File: config.mk
export PLATFORM = sky130hd
export DESIGN_NAME = bcd_event_counter
export DESIGN_NICKNAME = d
export VERILOG_FILES = /design/src/rtl/bcd_counter_pkg.sv /design/src/rtl/bcd_event_counter_digit.sv /design/src/rtl/bcd_event_counter.sv
export SDC_FILE = /design/constraint.sdc
export NUM_CORES = 1
export LEC_CHECK = 0
export ABC_AREA = 1
export ABC_CLOCK_PERIOD_IN_PS = 4100
export BUFFER_PORTS_ARGS = -buffer_cell sky130_fd_sc_hd__buf_2
export CAP_MARGIN = 25
export CORE_MARGIN = 2
export CORE_UTILIZATION = 44
export DETAILED_ROUTE_END_ITERATION = 10
export SETUP_SLACK_MARGIN = 0.5
export SLEW_MARGIN = 0
export SYNTH_ARGS = -nofsm -noshare
export SYNTH_HDL_FRONTEND = slang
export SYNTH_HIERARCHICAL = 1
export SYNTH_SLANG_ARGS = --single-unit
File: constraint.sdc
create_clock -name clk -period 4.1 [get_ports clk]
set_input_delay 0.615 -clock clk [delete_from_list [all_inputs] [get_ports clk]]
set_output_delay 0.615 -clock clk [all_outputs]
set_load 0.01 [all_outputs]
File: src/rtl/bcd_counter_pkg.sv
// Shared definitions for the BCD event counter.
//   MODE_*  : encodings of the 2-bit mode input
//   to_bcd  : elaboration-time conversion of an integer to packed BCD
package bcd_counter_pkg;

  localparam logic [1:0] MODE_UP       = 2'b00;
  localparam logic [1:0] MODE_DOWN     = 2'b01;
  localparam logic [1:0] MODE_PINGPONG = 2'b10;
  localparam logic [1:0] MODE_MANUAL   = 2'b11;

  localparam int unsigned BCD_MAX_DIGITS = 16;

  // Packed BCD of value, ones digit in bits [3:0]; only used for constants.
  function automatic logic [4*BCD_MAX_DIGITS-1:0] to_bcd(input int unsigned value,
                                                         input int unsigned digits);
    logic [4*BCD_MAX_DIGITS-1:0] r;
    int unsigned v;
    r = '0;
    v = value;
    for (int unsigned i = 0; i < BCD_MAX_DIGITS; i++) begin
      if (i < digits) begin
        r[4*i +: 4] = 4'(v % 10);
        v = v / 10;
      end
    end
    return r;
  endfunction

endpackage

File: src/rtl/bcd_event_counter_digit.sv
// One decimal digit of an increment/decrement chain.
//   digit     : current BCD digit (0..9)
//   up        : 1 = increment, 0 = decrement
//   carry_in  : 1 = this digit must change (carry or borrow from below)
//   digit_next: resulting digit
//   carry_out : carry (up, 9->0) or borrow (down, 0->9) into the next digit
module bcd_digit_step (
  input  logic [3:0] digit,
  input  logic       up,
  input  logic       carry_in,
  output logic [3:0] digit_next,
  output logic       carry_out
);

  always_comb begin
    digit_next = digit;
    carry_out  = 1'b0;
    if (carry_in) begin
      if (up) begin
        if (digit >= 4'd9) begin
          digit_next = 4'd0;
          carry_out  = 1'b1;
        end else begin
          digit_next = digit + 4'd1;
        end
      end else begin
        if (digit == 4'd0) begin
          digit_next = 4'd9;
          carry_out  = 1'b1;
        end else begin
          digit_next = digit - 4'd1;
        end
      end
    end
  end

endmodule

File: src/rtl/bcd_event_counter.sv
// Prescaled up/down/ping-pong/manual event counter keeping a binary value
// and an N-digit packed BCD value in lockstep.
//   clk, reset : clock, synchronous active-high reset
//   btn        : single-cycle step pulse (manual mode only)
//   stop       : freezes prescaler and counting
//   speed      : 0 = DIV_SLOW, 1 = DIV_FAST clk cycles per step
//   mode       : 00 up, 01 down, 10 ping-pong, 11 manual
//   count_bcd  : packed BCD count, ones digit in [3:0]
//   count_bin  : binary count
//   led        : count_bin resized to LED_W
//   tick       : pulses for each applied step
//   wrap       : pulses on wrap or ping-pong direction reversal
module bcd_event_counter #(
  parameter int unsigned DIGITS    = 3,
  parameter int unsigned MAX_COUNT = 255,
  parameter int unsigned DIV_SLOW  = 50_000_000,
  parameter int unsigned DIV_FAST  = 5_000_000,
  parameter int unsigned LED_W     = 8
) (
  input  logic                                                    clk,
  input  logic                                                    reset,
  input  logic                                                    btn,
  input  logic                                                    stop,
  input  logic                                                    speed,
  input  logic [1:0]                                              mode,
  output logic [4*DIGITS-1:0]                                     count_bcd,
  output logic [((MAX_COUNT > 0) ? $clog2(MAX_COUNT + 1) : 1)-1:0] count_bin,
  output logic [LED_W-1:0]                                        led,
  output logic                                                    tick,
  output logic                                                    wrap
);
  import bcd_counter_pkg::*;

  localparam int unsigned CW      = (MAX_COUNT > 0) ? $clog2(MAX_COUNT + 1) : 1;
  localparam int unsigned BCD_W   = 4 * DIGITS;
  localparam int unsigned DIV_MAX = (DIV_SLOW > DIV_FAST) ? DIV_SLOW : DIV_FAST;
  localparam int unsigned PW      = $clog2(DIV_MAX);

  localparam logic [BCD_W-1:0] BCD_MAX = BCD_W'(to_bcd(MAX_COUNT, DIGITS));
  localparam logic [CW-1:0]    BIN_MAX = CW'(MAX_COUNT);

  logic [PW-1:0]    pre;
  logic [PW-1:0]    pre_next;
  logic [PW-1:0]    div_last;
  logic             speed_q;
  logic [1:0]       mode_q;
  logic             dir_up;
  logic             manual;
  logic             speed_chg;
  logic             step_en;
  logic             dir_eff;
  logic             at_max;
  logic             at_zero;
  logic             chain_up;
  logic             flip_dir;
  logic             wrap_c;
  logic [CW-1:0]    bin_next;
  logic [BCD_W-1:0] bcd_next;
  logic [BCD_W-1:0] bcd_stepped;
  logic [DIGITS:0]  carry;
  logic             unused_carry;

  // Prescaler and step enable generation.
  always_comb begin
    manual    = (mode == MODE_MANUAL);
    speed_chg = (speed != speed_q);
    div_last  = speed ? PW'(DIV_FAST - 1) : PW'(DIV_SLOW - 1);
    pre_next  = pre;
    step_en   = 1'b0;
    if (manual) begin
      pre_next = '0;
      step_en  = btn & ~stop;
    end else if (speed_chg) begin
      pre_next = '0;
    end else if (!stop) begin
      if (pre >= div_last) begin
        pre_next = '0;
        step_en  = 1'b1;
      end else begin
        pre_next = pre + PW'(1);
      end
    end
  end

  // Direction of the BCD chain; ping-pong turns reverse the nominal direction.
  always_comb begin
    dir_eff = (mode_q == MODE_PINGPONG) ? dir_up : 1'b1;
    at_max  = (count_bin == BIN_MAX);
    at_zero = (count_bin == '0);
    case (mode)
      MODE_DOWN:     chain_up = 1'b0;
      MODE_PINGPONG: chain_up = dir_eff ? ~at_max : at_zero;
      default:       chain_up = 1'b1;
    endcase
  end

  assign carry[0]     = 1'b1;
  assign unused_carry = carry[DIGITS];

  for (genvar i = 0; i < DIGITS; i++) begin : g_digit
    bcd_digit_step u_step (
      .digit      (count_bcd[4*i +: 4]),
      .up         (chain_up),
      .carry_in   (carry[i]),
      .digit_next (bcd_stepped[4*i +: 4]),
      .carry_out  (carry[i+1])
    );
  end

  // Next count for an applied step.
  always_comb begin
    bin_next = count_bin;
    bcd_next = count_bcd;
    wrap_c   = 1'b0;
    flip_dir = 1'b0;
    if (MAX_COUNT == 0) begin
      wrap_c = 1'b1;
    end else begin
      case (mode)
        MODE_DOWN: begin
          if (at_zero) begin
            bin_next = BIN_MAX;
            bcd_next = BCD_MAX;
            wrap_c   = 1'b1;
          end else begin
            bin_next = count_bin - CW'(1);
            bcd_next = bcd_stepped;
          end
        end
        MODE_PINGPONG: begin
          bcd_next = bcd_stepped;
          bin_next = chain_up ? count_bin + CW'(1) : count_bin - CW'(1);
          if (dir_eff ? at_max : at_zero) begin
            wrap_c   = 1'b1;
            flip_dir = 1'b1;
          end
        end
        default: begin
          if (at_max) begin
            bin_next = '0;
            bcd_next = '0;
            wrap_c   = 1'b1;
          end else begin
            bin_next = count_bin + CW'(1);
            bcd_next = bcd_stepped;
          end
        end
      endcase
    end
  end

  always_ff @(posedge clk) begin
    if (reset) begin
      pre       <= '0;
      speed_q   <= 1'b0;
      mode_q    <= MODE_UP;
      dir_up    <= 1'b1;
      count_bin <= '0;
      count_bcd <= '0;
      tick      <= 1'b0;
      wrap      <= 1'b0;
    end else begin
      pre     <= pre_next;
      speed_q <= speed;
      mode_q  <= mode;
      tick    <= step_en;
      wrap    <= step_en & wrap_c;
      if (mode == MODE_PINGPONG) begin
        dir_up <= (step_en & flip_dir) ? ~dir_eff : dir_eff;
      end
      if (step_en) begin
        count_bin <= bin_next;
        count_bcd <= bcd_next;
      end
    end
  end

  assign led = LED_W'(count_bin);

endmodule

; Word-level counts from Yosys, hierarchy flattened
; Index checks and enable logic that the tools add are counted.
[totals]
inputBits = 7
out_inout_bits = 30
reg_bits = 52
[op_classes]
n_reduce_logical = 5
n_lt_le_gt_ge = 4
n_eq_ne = 6
bitwise = 6
n_addsub = 9
muxes = 41
[ops]
columns = op, count
row1 = $mux W26, 2
row2 = $mux W4, 11
row3 = $add A26 B1 Y26 const B, 1
row4 = $ge A26 B26 Y1, 1
row5 = $mux W12, 2
row6 = $mux W8, 3
row7 = $pmux W12 S2, 1
row8 = $mux W1, 19
row9 = $pmux W8 S2, 1
row10 = $add A4 B1 Y4 const B, 3
row11 = $ge A4 B4 Y1 const B, 3
row12 = $logic_not A4 Y1, 3
row13 = $sub A4 B1 Y4 const B, 3
row14 = $add A8 B1 Y8 const B, 1
row15 = $eq A8 B8 Y1 const B, 1
row16 = $logic_not A8 Y1, 1
row17 = $sub A8 B1 Y8 const B, 1
row18 = $eq A2 B2 Y1 const B, 3
row19 = $pmux W1 S2, 2
row20 = $and A1 B1 Y1, 3
row21 = $not A1 Y1, 3
row22 = $reduce_or A3 Y1, 1
row23 = $eq A2 B1 Y1 const B, 1
row24 = $ne A1 B1 Y1, 1

; Depth between registers and ports, before layout
[depth]
depth_word = 9
depth_mapped = 21
depth_no_buf = 21

; Hierarchy
; The synthesis kept the hierarchy.
[modules_own_cells]
columns = module, area_per_inst_um2, cells_each, instances
row1 = bcd_event_counter, 3442.1, 498, 1
row2 = bcd_digit_step, 277.8, 49, 3

; Least setup slack after synthesis
; OpenSTA, ideal clock, no wires.
[synth_path]
path_kind = input port to flip-flop
from = input mode[0]
to = register count_bcd[10]
slack_ns = 0.936
setup_time_ns = 0.117
cell_stages = 19
t_arrival_ns = 3.047
path_cell_list = inv_1 -> ha_1 -> buf_2 -> inv_1 -> nand2_1 -> nand2_1 -> inv_1 -> nand2_2 -> nand2_2 -> nor2_1 -> nand2_2 -> nor2_1 -> inv_1 -> a21oi_1 -> o21ai_0 -> nand2_1 -> a21oi_2 -> nand3_1 -> o21ai_1
[synth_between]
elab_chain_cells = 7
[synth_lines]
columns = item, line_no
row1 = start: declaration, bcd_event_counter.sv:25  ; input logic [1:0] mode,
row2 = $eq A2 B2 Y1 or $eq A2 B1 Y1 (tied branches), bcd_event_counter.sv:90  ; case (mode)
row3 = $pmux W1 S2 (*), bcd_event_counter.sv:90
row4 = net chain_up, bcd_event_counter.sv:54  ; logic chain_up;
row5 = $mux W1 (*), bcd_event_counter_digit.sv:19  ; if (up) begin
row6 = net carry[1], bcd_event_counter.sv:60  ; logic [DIGITS:0] carry;
row7 = $mux W1 (*), bcd_event_counter_digit.sv:18  ; if (carry_in) begin
row8 = net carry[2], bcd_event_counter.sv:60
row9 = $mux W4 (*), bcd_event_counter_digit.sv:18
row10 = net bcd_stepped[10], bcd_event_counter.sv:59  ; logic [BCD_W-1:0] bcd_stepped;
row11 = "$mux W12, on equally long branches", "bcd_event_counter.sv:139, bcd_event_counter.sv:121"
row12 = $pmux W12 S2 (*), bcd_event_counter.sv:119  ; case (mode)
row13 = end signal: assignment, bcd_event_counter.sv:173  ; count_bcd <= bcd_next;
row14 = end: declaration, bcd_event_counter.sv:26  ; output logic [4*DIGITS-1:0] count_bcd,
; The timed path passes the listed nets; every way through them passes the cells marked *.
; A chain may end at the register's enable or synchronous reset.

; Final worst setup path
[layout_path]
from = register count_bin[0] in the netlist's numbering
to = register count_bcd[10]
[layout_between]
elab_chain_cells = 9
[layout_lines]
columns = item, line_no
row1 = start: declaration, bcd_event_counter.sv:27  ; output logic [((MAX_COUNT > 0) ? $clog2(MAX_COUNT + 1) : 1)-1:0] count_bin,
row2 = start signal: assignment, bcd_event_counter.sv:172  ; count_bin <= bin_next;
row3 = $eq A8 B8 Y1, bcd_event_counter.sv:88  ; at_max = (count_bin == BIN_MAX);
row4 = $not A1 Y1, bcd_event_counter.sv:92  ; MODE_PINGPONG: chain_up = dir_eff ? ~at_max : at_zero;
row5 = $mux W1 (*), bcd_event_counter.sv:92
row6 = $pmux W1 S2 (*), bcd_event_counter.sv:90
row7 = net chain_up, bcd_event_counter.sv:54
row8 = $mux W1 (*), bcd_event_counter_digit.sv:19
row9 = net carry[1], bcd_event_counter.sv:60
row10 = $mux W1 (*), bcd_event_counter_digit.sv:18
row11 = net carry[2], bcd_event_counter.sv:60
row12 = $mux W4 (*), bcd_event_counter_digit.sv:18
row13 = net bcd_stepped[10], bcd_event_counter.sv:59
row14 = "$mux W12, on equally long branches", "bcd_event_counter.sv:139, bcd_event_counter.sv:121"
row15 = $pmux W12 S2 (*), bcd_event_counter.sv:119
; Marks and branches as above.

==> summary.md <==
| Metric | Value |
|---|---|
| Worst setup EP type | `register` |
| Root buffer cell | `clkbuf_8` |
| CTS Buffer Depth | `2` |
| Worst slew pin tran | `0.790 ns` |
| Initial core utilization | `0.458` |
| Cell count after synthesis | `644` |
| Most Frequent Cell on Critical Path | `nand2_2` |
| Setup Skew | `0.0127 ns` |
| RD Place Congestion | `0.927` |
| Critical path's slowest cell | `nor2_1` |
| GRT Util Overall | `0.210` |
| Die area | `10500 um2` |
| Slowest cell delay on critical path | `0.39 ns` |
| Die width | `103 um` |
| Setup TNS | `0 ns` |
| Power, Total | `0.991 mW` |
| Reg area | `1040 um2` |
| Final setup violation count | `0` |
| WHS Path Cells | `2` |
| Worst R2R Path Depth | `21` |
| Leakage power | `2.18 nW` |
| Critical path startpoint category | `register` |
| Reg2reg end | `count_bcd[10]` |
| Final nets | `714` |
| Detailed Route WL | `10.7 mm` |
| Max-slew violation count | `0` |
| Synth Cell Area | `4270 um2` |
| Worst-path fanout max | `8` |
| Outcome | `completed` |
| DR vias/cell | `5.21` |
| Worst Path Buf+Inv | `4` |
| Critical-path cell list | `inv_1 > ha_1 > nand3_1 > nor2_2 > inv_2 > nand2_2 > nand3_2 > nand2_1 > inv_1 > nand2_2 > nand2_2 > nor2_1 > nand2_2 > nor2_2 > inv_1 > a21oi_1 > o21ai_0 > nand2_1 > a21oi_2 > nand3_1 > o21ai_1` |
| FP Rows | `35` |
| Setup Fix Bufs, Post-CTS | `0` |
| Via count | `4201` |
| CTS Buf Count | `5` |
| N_diodes | `0` |
| FF-to-FF Start | `count_bin[0]` |
| Worst VDD drop | `0.000128 V` |
| Detailed Routing Iterations Pass 1 | `4` |
| Top-Level Pins | `37` |
| Pwr Density | `216 nW/um2` |
| Clock Latency Late Sink | `0.31 ns` |
| Clock sink count | `52` |
| Slew headroom | `0.472` |
| Post-CTS sizing | `0` |
| Hold buffer count at CTS | `0` |
| CP arrival | `3.42 ns` |
| Initial drt markers | `211` |
| Buffers on Ports | `36` |
| Global-route wire length before repair | `17.9 mm` |
| Delay-heaviest family, CP | `simple AND/OR/NAND/NOR gates` |
| Critical Path RT | `4.30 ns` |
| Clock-pin slew on the worst setup and hold paths | `0.11 ns` |
| Share of cells above drive strength 1 | `0.167` |
| MaxCap Viol Count | `0` |
| Ys Warns | `6` |
| Total grt overflow | `0` |
| Pin count of the biggest net entering global routing | `21` |
| Post-route ant nets | `0` |
| Initial antenna violation count | `0` |
| Final hold violation count | `0` |
| Core Area | `9330 um2` |
| Min-delay worst type | `register to register` |
| Die height | `103 um` |
| H-tree levels | `2` |
| Layout fillers | `986` |
| Fin crit period | `3.22 ns` |
| Multi-input logic area | `2840 um2` |
| Reg2Reg Setup Slack | `0.88 ns` |
| Vias in the first global route | `3788` |
| CP Class | `register to register` |
| Detail Placement HPWL | `8.07 mm` |
| Routed len/inst | `13.2 um` |
| Final period util | `0.786` |
| P&R area growth vs syn | `7.62%` |
| Hold EP | `dir_up` |
| Syn Area/Cell | `6.63 um2` |
| CTS tree | `built` |
| Fmax | `310 MHz` |
| RSZ-0062 raised after global routing | `no` |
| Post-route DRC | `0` |
| Hold path startpoint | `dir_up` |
==> worst max-delay path by stage <==
stage / startpoint / to / slack [ns] / cells after the start
floorplan: mode[0] / count_bcd[10] / 0.94 / 19
global placement: mode[0] / count_bcd[10] / 0.68 / 18
detailed placement: mode[0] / count_bcd[10] / 0.58 / 18
CTS: count_bin[0] / count_bcd[10] / 0.79 / 21
global route: count_bin[0] / count_bcd[10] / 0.56 / 21
finish: count_bin[0] / count_bcd[10] / 0.88 / 21
==> cell usage in the layout, fill, tap and decap left out, types with 2 or more instances in the layout <==
cell type / instances
nor3_1: 15
dfxtp_1: 52
nand2_2: 17
buf_2: 36
nor3b_1: 2
nor2_1: 67
and3_1: 2
nand2_1: 159
o21ai_0: 26
ha_1: 31
nand3b_1: 2
nor3_4: 2
a21oi_2: 3
xnor2_1: 3
nor2_2: 6
inv_2: 7
nand3_1: 53
or2_2: 2
nand3_2: 13
clkinv_4: 2
o22ai_1: 3
inv_1: 63
xor2_1: 19
clkbuf_8: 5
nand2_4: 2
o211ai_1: 7
nor3_2: 5
a211oi_1: 3
o21ai_1: 7
conb_1: 8
a21oi_1: 26
nand4_1: 9
o21ai_2: 9
==> layer usage <==
metal	routed length, um	vias up	GRT usage	part of all wire
li1	-	2170	-	-
met1	5550	1921	0.307	0.52
met2	4570	97	0.333	0.43
met3	408	13	0.0210	0.038
met4	149	0	0.0533	0.014
met5	0	-	0	0
==> where the power goes <==
group | switching, mW | total (mW) | internal [mW] | leakage (nW)
Clock | 0.188 | 0.311 | 0.122 | 0.0414
Combinational | 0.113 | 0.162 | 0.0486 | 1.72
Sequential | 0.00787 | 0.519 | 0.511 | 0.420
==> worst min-delay path, cell delays in order (launching register included) <==
cell     delay (ns)
dfxtp_1        0.36
a21oi_1        0.07
nand2_1        0.06
==> registers in the layout, indices dropped and copies added (netlist names) <==
signal     flops
mode_q         2
tick           1
count_bcd     12
dir_up         1
wrap           1
count_bin      8
speed_q        1
pre           26
==> through the flow <==
| stage | setup WS [ns] | instances | area, um2 | util | hold slack, ns |
|---|---|---|---|---|---|
| 6_report | 0.876 | 806 | 4600 | 0.493 | 0.503 |
| 5_1_grt | 0.559 | 806 | 4600 | 0.493 | 0.536 |
| 4_1_cts | 0.788 | 806 | 4590 | 0.493 | 0.504 |
| 3_5_place_dp | 0.578 | 798 | 4510 | 0.483 | 0.475 |
| 3_3_place_gp | 0.684 | 798 | 4510 | 0.483 | 0.479 |
| 2_1_floorplan | 0.936 | 651 | 4300 | - | 0.434 |
==> final cells by class <==
cell class,instances,area share
repair buffers,37,0.0408
multi-input cells,508,0.618
flip-flops and latches,52,0.226
inverters,72,0.0599
clock buffers,6,0.0158
clock inverters,2,0.00354
well taps,129,0.0351
Power figures use the tool's default switching activity.
